[src/rtl/memacc_pkg.sv]
// Shared types and access-formatting helpers for the RV32 memory stage.
// Access size is taken from funct3; unlisted encodings fall back to a word access.
package memacc_pkg;

  typedef enum logic [1:0] {
    ST_IDLE = 2'd0,
    ST_REQ  = 2'd1,
    ST_RESP = 2'd2
  } state_t;

  localparam logic [2:0] F3_B  = 3'b000;
  localparam logic [2:0] F3_H  = 3'b001;
  localparam logic [2:0] F3_W  = 3'b010;
  localparam logic [2:0] F3_BU = 3'b100;
  localparam logic [2:0] F3_HU = 3'b101;

  typedef enum logic [1:0] {
    SZ_B = 2'd0,
    SZ_H = 2'd1,
    SZ_W = 2'd2
  } size_t;

  typedef struct packed {
    logic [3:0]  wstrb;
    logic [31:0] wdata;
  } store_t;

  function automatic size_t acc_size(input logic [2:0] f3);
    case (f3)
      F3_B, F3_BU: return SZ_B;
      F3_H, F3_HU: return SZ_H;
      default:     return SZ_W;
    endcase
  endfunction

  function automatic logic acc_misaligned(input logic [2:0] f3, input logic [1:0] off);
    case (acc_size(f3))
      SZ_H:    return off[0];
      SZ_W:    return off != 2'b00;
      default: return 1'b0;
    endcase
  endfunction

  // Offsets are masked to natural alignment, so halfwords only look at off[1].
  function automatic store_t store_fmt(input logic [2:0] f3, input logic [1:0] off,
                                       input logic [31:0] data);
    store_t s;
    case (acc_size(f3))
      SZ_B: begin
        s.wdata = {4{data[7:0]}};
        s.wstrb = 4'b0001 << off;
      end
      SZ_H: begin
        s.wdata = {2{data[15:0]}};
        s.wstrb = 4'b0011 << {off[1], 1'b0};
      end
      default: begin
        s.wdata = data;
        s.wstrb = 4'b1111;
      end
    endcase
    return s;
  endfunction

  function automatic logic [31:0] load_fmt(input logic [2:0] f3, input logic [1:0] off,
                                           input logic [31:0] word);
    logic [31:0] sh;
    logic [15:0] half;
    sh   = word >> {off, 3'b000};
    half = off[1] ? word[31:16] : word[15:0];
    case (acc_size(f3))
      SZ_B:    return (f3 == F3_B) ? {{24{sh[7]}}, sh[7:0]} : {24'b0, sh[7:0]};
      SZ_H:    return (f3 == F3_H) ? {{16{half[15]}}, half} : {16'b0, half};
      default: return word;
    endcase
  endfunction

endpackage

[src/rtl/load_align.sv]
// Load lane select and sign/zero extension of the memory response word.
// Purely combinational; no state, no backpressure.
// Offset is masked to the natural alignment of the access size.
module load_align
  import memacc_pkg::*;
(
  input  logic [2:0]  funct3,
  input  logic [1:0]  offset,
  input  logic [31:0] rdata,
  output logic [31:0] ldata
);

  assign ldata = load_fmt(funct3, offset, rdata);

endmodule

[src/rtl/memory_access.sv]
// RV32 memory stage: loads/stores over a valid/ready dmem request plus response channel.
// Latency: ALU ops 1 cycle, stores 2, loads 3, plus one per late ready/response cycle.
// Backpressure: combinational stall held while an access is outstanding. Option: MEMACC_MISALIGN_TRAP_EN.
module memory_access
  import memacc_pkg::*;
#(
  parameter int XLEN = 32
) (
  input  logic            clk,
  input  logic            resetn,
  input  logic            inValid,
  input  logic [XLEN-1:0] aluResult,
  input  logic [XLEN-1:0] storeData,
  input  logic            memRead,
  input  logic            memWrite,
  input  logic [2:0]      funct3,
  input  logic [4:0]      rd,
  input  logic            regWrite,
  output logic            stall,
  output logic            dmemReqValid,
  input  logic            dmemReqReady,
  output logic [XLEN-1:0] dmemAddr,
  output logic            dmemWe,
  output logic [3:0]      dmemWstrb,
  output logic [XLEN-1:0] dmemWdata,
  input  logic            dmemRspValid,
  input  logic [XLEN-1:0] dmemRspData,
  output logic            wbValid,
  output logic [XLEN-1:0] wbData,
  output logic [4:0]      wbRd,
  output logic            wbRegWrite
`ifdef MEMACC_MISALIGN_TRAP_EN
  ,
  output logic            misaligned
`endif
);

  state_t      state, state_nx;
  logic [31:0] alu_q;
  logic [2:0]  f3_q;
  logic [4:0]  rd_q;
  logic        rw_q;
  logic        we_q;
  logic [3:0]  wstrb_q;
  logic [31:0] wdata_q;
  logic [31:0] ld_data;
  logic        is_mem;
  logic        mis_in;
  logic        take_mem;
  store_t      sfmt;

  assign is_mem = memRead | memWrite;
`ifdef MEMACC_MISALIGN_TRAP_EN
  assign mis_in = is_mem & acc_misaligned(funct3, aluResult[1:0]);
`else
  assign mis_in = 1'b0;
`endif
  assign take_mem = (state == ST_IDLE) & inValid & is_mem & ~mis_in;
  assign sfmt     = store_fmt(funct3, aluResult[1:0], storeData);

  load_align u_load_align (
    .funct3 (f3_q),
    .offset (alu_q[1:0]),
    .rdata  (dmemRspData),
    .ldata  (ld_data)
  );

  always_ff @(posedge clk or negedge resetn) begin
    if (!resetn) state <= ST_IDLE;
    else         state <= state_nx;
  end

  always_comb begin
    state_nx = state;
    case (state)
      ST_IDLE: if (take_mem) state_nx = ST_REQ;
      ST_REQ:  if (dmemReqReady) state_nx = we_q ? ST_IDLE : ST_RESP;
      ST_RESP: if (dmemRspValid) state_nx = ST_IDLE;
      default: state_nx = ST_IDLE;
    endcase
  end

  always_comb begin
    dmemReqValid = 1'b0;
    stall        = 1'b0;
    case (state)
      ST_IDLE: stall = take_mem;
      ST_REQ: begin
        dmemReqValid = 1'b1;
        stall        = ~(dmemReqReady & we_q);
      end
      ST_RESP: stall = ~dmemRspValid;
      default: ;
    endcase
  end

  assign dmemAddr  = {alu_q[31:2], 2'b00};
  assign dmemWe    = we_q;
  assign dmemWstrb = wstrb_q;
  assign dmemWdata = wdata_q;

  // Request fields are latched once in IDLE and held untouched until acceptance.
  always_ff @(posedge clk or negedge resetn) begin
    if (!resetn) begin
      alu_q      <= '0;
      f3_q       <= '0;
      rd_q       <= '0;
      rw_q       <= 1'b0;
      we_q       <= 1'b0;
      wstrb_q    <= '0;
      wdata_q    <= '0;
      wbValid    <= 1'b0;
      wbData     <= '0;
      wbRd       <= '0;
      wbRegWrite <= 1'b0;
`ifdef MEMACC_MISALIGN_TRAP_EN
      misaligned <= 1'b0;
`endif
    end else begin
      wbValid    <= 1'b0;
      wbRegWrite <= 1'b0;
`ifdef MEMACC_MISALIGN_TRAP_EN
      misaligned <= 1'b0;
`endif
      case (state)
        ST_IDLE: begin
          if (take_mem) begin
            alu_q   <= aluResult;
            f3_q    <= funct3;
            rd_q    <= rd;
            rw_q    <= regWrite;
            we_q    <= memWrite & ~memRead;
            wstrb_q <= memRead ? 4'b0000 : sfmt.wstrb;
            wdata_q <= memRead ? 32'h0 : sfmt.wdata;
          end else if (inValid) begin
            wbValid    <= 1'b1;
            wbData     <= aluResult;
            wbRd       <= rd;
            wbRegWrite <= regWrite & ~mis_in;
`ifdef MEMACC_MISALIGN_TRAP_EN
            misaligned <= mis_in;
`endif
          end
        end
        ST_REQ: begin
          if (dmemReqReady && we_q) begin
            wbValid    <= 1'b1;
            wbData     <= alu_q;
            wbRd       <= rd_q;
            wbRegWrite <= rw_q;
          end
        end
        ST_RESP: begin
          if (dmemRspValid) begin
            wbValid    <= 1'b1;
            wbData     <= ld_data;
            wbRd       <= rd_q;
            wbRegWrite <= rw_q;
          end
        end
        default: ;
      endcase
    end
  end

endmodule

[config.mk]
export PLATFORM = sky130hd
export DESIGN_NAME = memory_access
export DESIGN_NICKNAME = d
export VERILOG_FILES = /design/src/rtl/memacc_pkg.sv /design/src/rtl/load_align.sv /design/src/rtl/memory_access.sv
export SDC_FILE = /design/constraint.sdc
export NUM_CORES = 1
export LEC_CHECK = 0
export CAP_MARGIN = 5
export CORE_UTILIZATION = 47
export CTS_BUF_LIST = sky130_fd_sc_hd__clkbuf_4 sky130_fd_sc_hd__clkbuf_8
export CTS_CLUSTER_DIAMETER = 40
export CTS_CLUSTER_SIZE = 14
export DETAILED_ROUTE_END_ITERATION = 7
export PLACE_DENSITY = 0.94
export SLEW_MARGIN = 20
export SYNTH_ARGS = -nofsm -noshare
export SYNTH_HDL_FRONTEND = slang
export SYNTH_SLANG_ARGS = --single-unit
export TNS_END_PERCENT = 20
[constraint.sdc]
create_clock -name clk -period 2.7 [get_ports clk]
set_clock_uncertainty 0.05 [all_clocks]
set_input_delay 0.675 -clock clk [delete_from_list [all_inputs] [get_ports clk]]
set_output_delay 0.675 -clock clk [all_outputs]
set_load 0.03 [all_outputs]
==> run summary <==
starting density of the core -> 48.46%
Layout area overhead -> 41.47%
CTS Buffer Depth -> 2
Post-Syn Instances -> 673
post-synthesis cell type count -> 53
final net count -> 978
Pre-antenna DRT Iters -> 5
RR Startpoint -> state[0]$_DFFE_PN0P_
Adder-Cell Fraction of Synth Area -> 0.9671%
# IOs -> 222
Max-Cap Viols -> 0
wire per inst -> 18.89 µm
#FFs+latches synth -> 119
Synth area leaders -> dfrtp_1, mux2_2, nand2_1
R2R Path End -> wbData[25]$_DFFE_PN0P_
die width -> 119.3 µm
GR Overflow Total -> 0
relative slew slack -> 61.63%
Max Fclk -> 0.3914 GHz
GP Congestion -> 0.8839
Max Slew Vio Count -> 0
Worst-Skew Late Latency -> 0.44 ns
CP endpoint kind -> output port
number of enable flip-flop cells after synthesis -> 0
VDD IR max -> 776.2 µV
slowest CP cell -> dfrtp_1
hpwl dp -> 14470 µm
Global Route Usage Sum -> 28.88%
crit path kind -> reg -> out
leak pwr -> 3.825 nW
top-area cell type share of the netlist area -> 46.03%
Via density -> 5.694
setup TNS -> 0 ns
Final Hold Viols -> 0
largest family of logic cells by synthesized area -> compound AO/OA/AOI/OAI gates
Warnings, synthesis -> 0
HP Class -> in -> async
CTS H-tree depth -> 4
r2r setup slk -> 0.38 ns
dominant synthesized flop cell -> dfrtp_1
core area -> 13350 µm²
mapped cell area -> 6469 µm²
Num CTS Buffers -> 17
clk root buf -> clkbuf_8
fraction of registers with async set/reset -> 100.0%
top cell family by delay on the critical path -> flip-flops
placed cell areas -> 8720 µm²
Post-Synth XOR/XNOR Area -> 0%
RSZ-0062 raised after global routing -> false
Buf/Inv on CP -> 2
initial antenna violation count -> 0
fin area -> 9151 µm²
Worst-path clk slew -> 0.07 ns
final setup fails -> 0
Synth Area in Compound Gates -> 17.99%
mux cell area share after synthesis -> 12.22%
Setup Buffers After CTS -> 0
simple-gate area share of the yosys netlist -> 15.22%
Die Area -> 14240 µm²
First DRT Iteration DRCs -> 539
CP startpoint kind -> flip-flop
WL final -> 19830 µm
vias in the first global route -> 5984
fraction of layout cells with a size suffix above 1 -> 15.56%
commonest non-fill, non-tap cell in the layout -> clkdlybuf4s50_1
ANT cells -> 0
first-pass GRT wire length -> 31450 µm
largest net degree at the start of global routing -> 75
Pwr Density -> 1381 nW/µm²
WP data arrival -> 1.83 ns
Final Cycle Share -> 94.63%
Port-buffer cells -> 219
register area share after synthesis -> 46.03%
Worst path max stage delay -> 0.41 ns
Worst Path Max Fanout -> 8
FF-to-FF path depth -> 8
Post-DRT Antenna Nets -> 0
minimum clock period -> 2.555 ns
Mean Syn Cell Area -> 9.612 µm²
Yosys top cell by area -> dfrtp_1
die height -> 119.3 µm
worst path required time -> 1.98 ns
Vias -> 5979
row cnt -> 42
CTS tree -> yes
crit path cell chain -> inv_1, ha_2, o211ai_1, a21oi_2, buf_4
status -> complete, no violations
commonest cells after routing, fill and taps aside -> clkdlybuf4s50_1, dfrtp_1, nand2_1, o21ai_0, mux2_2
slew of the pin with the lowest slew margin -> 0.5755 ns
DRC errors left -> 0
clock sinks -> 119
-- sequential cells by signal (all words and copies together), names as in the netlist --
register	count
alu_q	32
dmemWdata	32
wbData	32
rd_q	5
wbRd	5
dmemWstrb	4
f3_q	3
state	2
dmemWe	1
rw_q	1
wbRegWrite	1
wbValid	1
-- report_power, final --
part / internal (mW) / switching, mW
Clock: 0.979 / 0.745
Combinational: 3.24 / 4.34
Sequential: 2.69 / 0.657
-- synth_stat cells, types with 3 or more instances --
| master | n |
|---|---|
| a21o_1 | 17 |
| a21oi_1 | 14 |
| a22o_1 | 14 |
| a311oi_1 | 21 |
| a31oi_1 | 9 |
| buf_2 | 10 |
| buf_4 | 34 |
| clkbuf_1 | 36 |
| dfrtp_1 | 119 |
| ha_1 | 5 |
| inv_1 | 5 |
| mux2_2 | 54 |
| mux2i_1 | 16 |
| nand2_1 | 106 |
| nand2b_1 | 14 |
| nand4_1 | 7 |
| nor2_1 | 39 |
| nor2b_1 | 20 |
| nor3_1 | 19 |
| nor3b_1 | 3 |
| o21ai_0 | 69 |
| o31a_1 | 5 |
-- metal layers --
layer  up-vias  GRT usage [%]  wire length (µm)  part of all wire, %
li1       2730              -                 -                    -
met5         -              0                 0                    0
met1      2881          34.65              7683                   39
met2       306          47.97              9647                   49
met3        62          8.285              1709                  8.6
met4         0          13.20               790                  4.0
-- stage by stage --
step           hold slack (ns)  total power [mW]  util (%)  setup WS [ns]  std cells
4_1_cts                 0.1921             12.63     68.51        0.04841       1050
5_1_grt                 0.2000             13.36     68.56        0.05719       1050
6_report                0.1857             12.64     68.56         0.1451       1050
3_3_place_gp            0.4028             10.61     65.33       -0.04999       1018
2_1_floorplan           0.3294             8.238         -        0.09175        674
3_5_place_dp            0.4200             10.87     65.33        -0.1297       1018
-- logic make-up (layout without fill, tap and decap cells) --
logic type,after synthesis,in the layout
compound gates,170,170
flops,119,119
other cells,1,2
mux,71,71
buf+inv,90,290
fa+ha+maj,5,5
simple gates,217,217
-- layout make-up --
cell class                 instances  area [µm²]
timing repair buffer             251        2475
clock buffer                      20       275.3
tap                              176       220.2
fill                            1018        4197
multi-input combinational        465        3027
inverter                           7       26.28
clock inverter                    12       150.1
sequential                       119        2978
-- how the worst max path moves through the flow --
stage	slack, ns	endpoint	cells past startpoint	from
after floorplan	0.09	stall	6	state[1]$_DFFE_PN0P_
after global placement	-0.05	wbData[8]$_DFFE_PN0P_	6	inValid
after detailed placement	-0.13	wbData[25]$_DFFE_PN0P_	6	inValid
after CTS	0.05	stall	6	state[0]$_DFFE_PN0P_
after global routing	0.06	stall	5	state[0]$_DFFE_PN0P_
final	0.15	stall	5	state[0]$_DFFE_PN0P_
-- worst reg2reg max path: stages (launching register included) --
cell and delay (ns):
dfrtp_1 0.41, inv_1 0.14, ha_1 0.19, buf_4 0.19
clkinv_1 0.28, a221oi_2 0.26, buf_4 0.25, nand2_1 0.09
a311oi_1 0.35
-- what timing repair did --
action | CTS | global route
hold buffers | 0 | 0
gates resized for setup | 0 | 2
setup endpoints to repair | 0 | 1
Power figures use the tool's default switching activity.
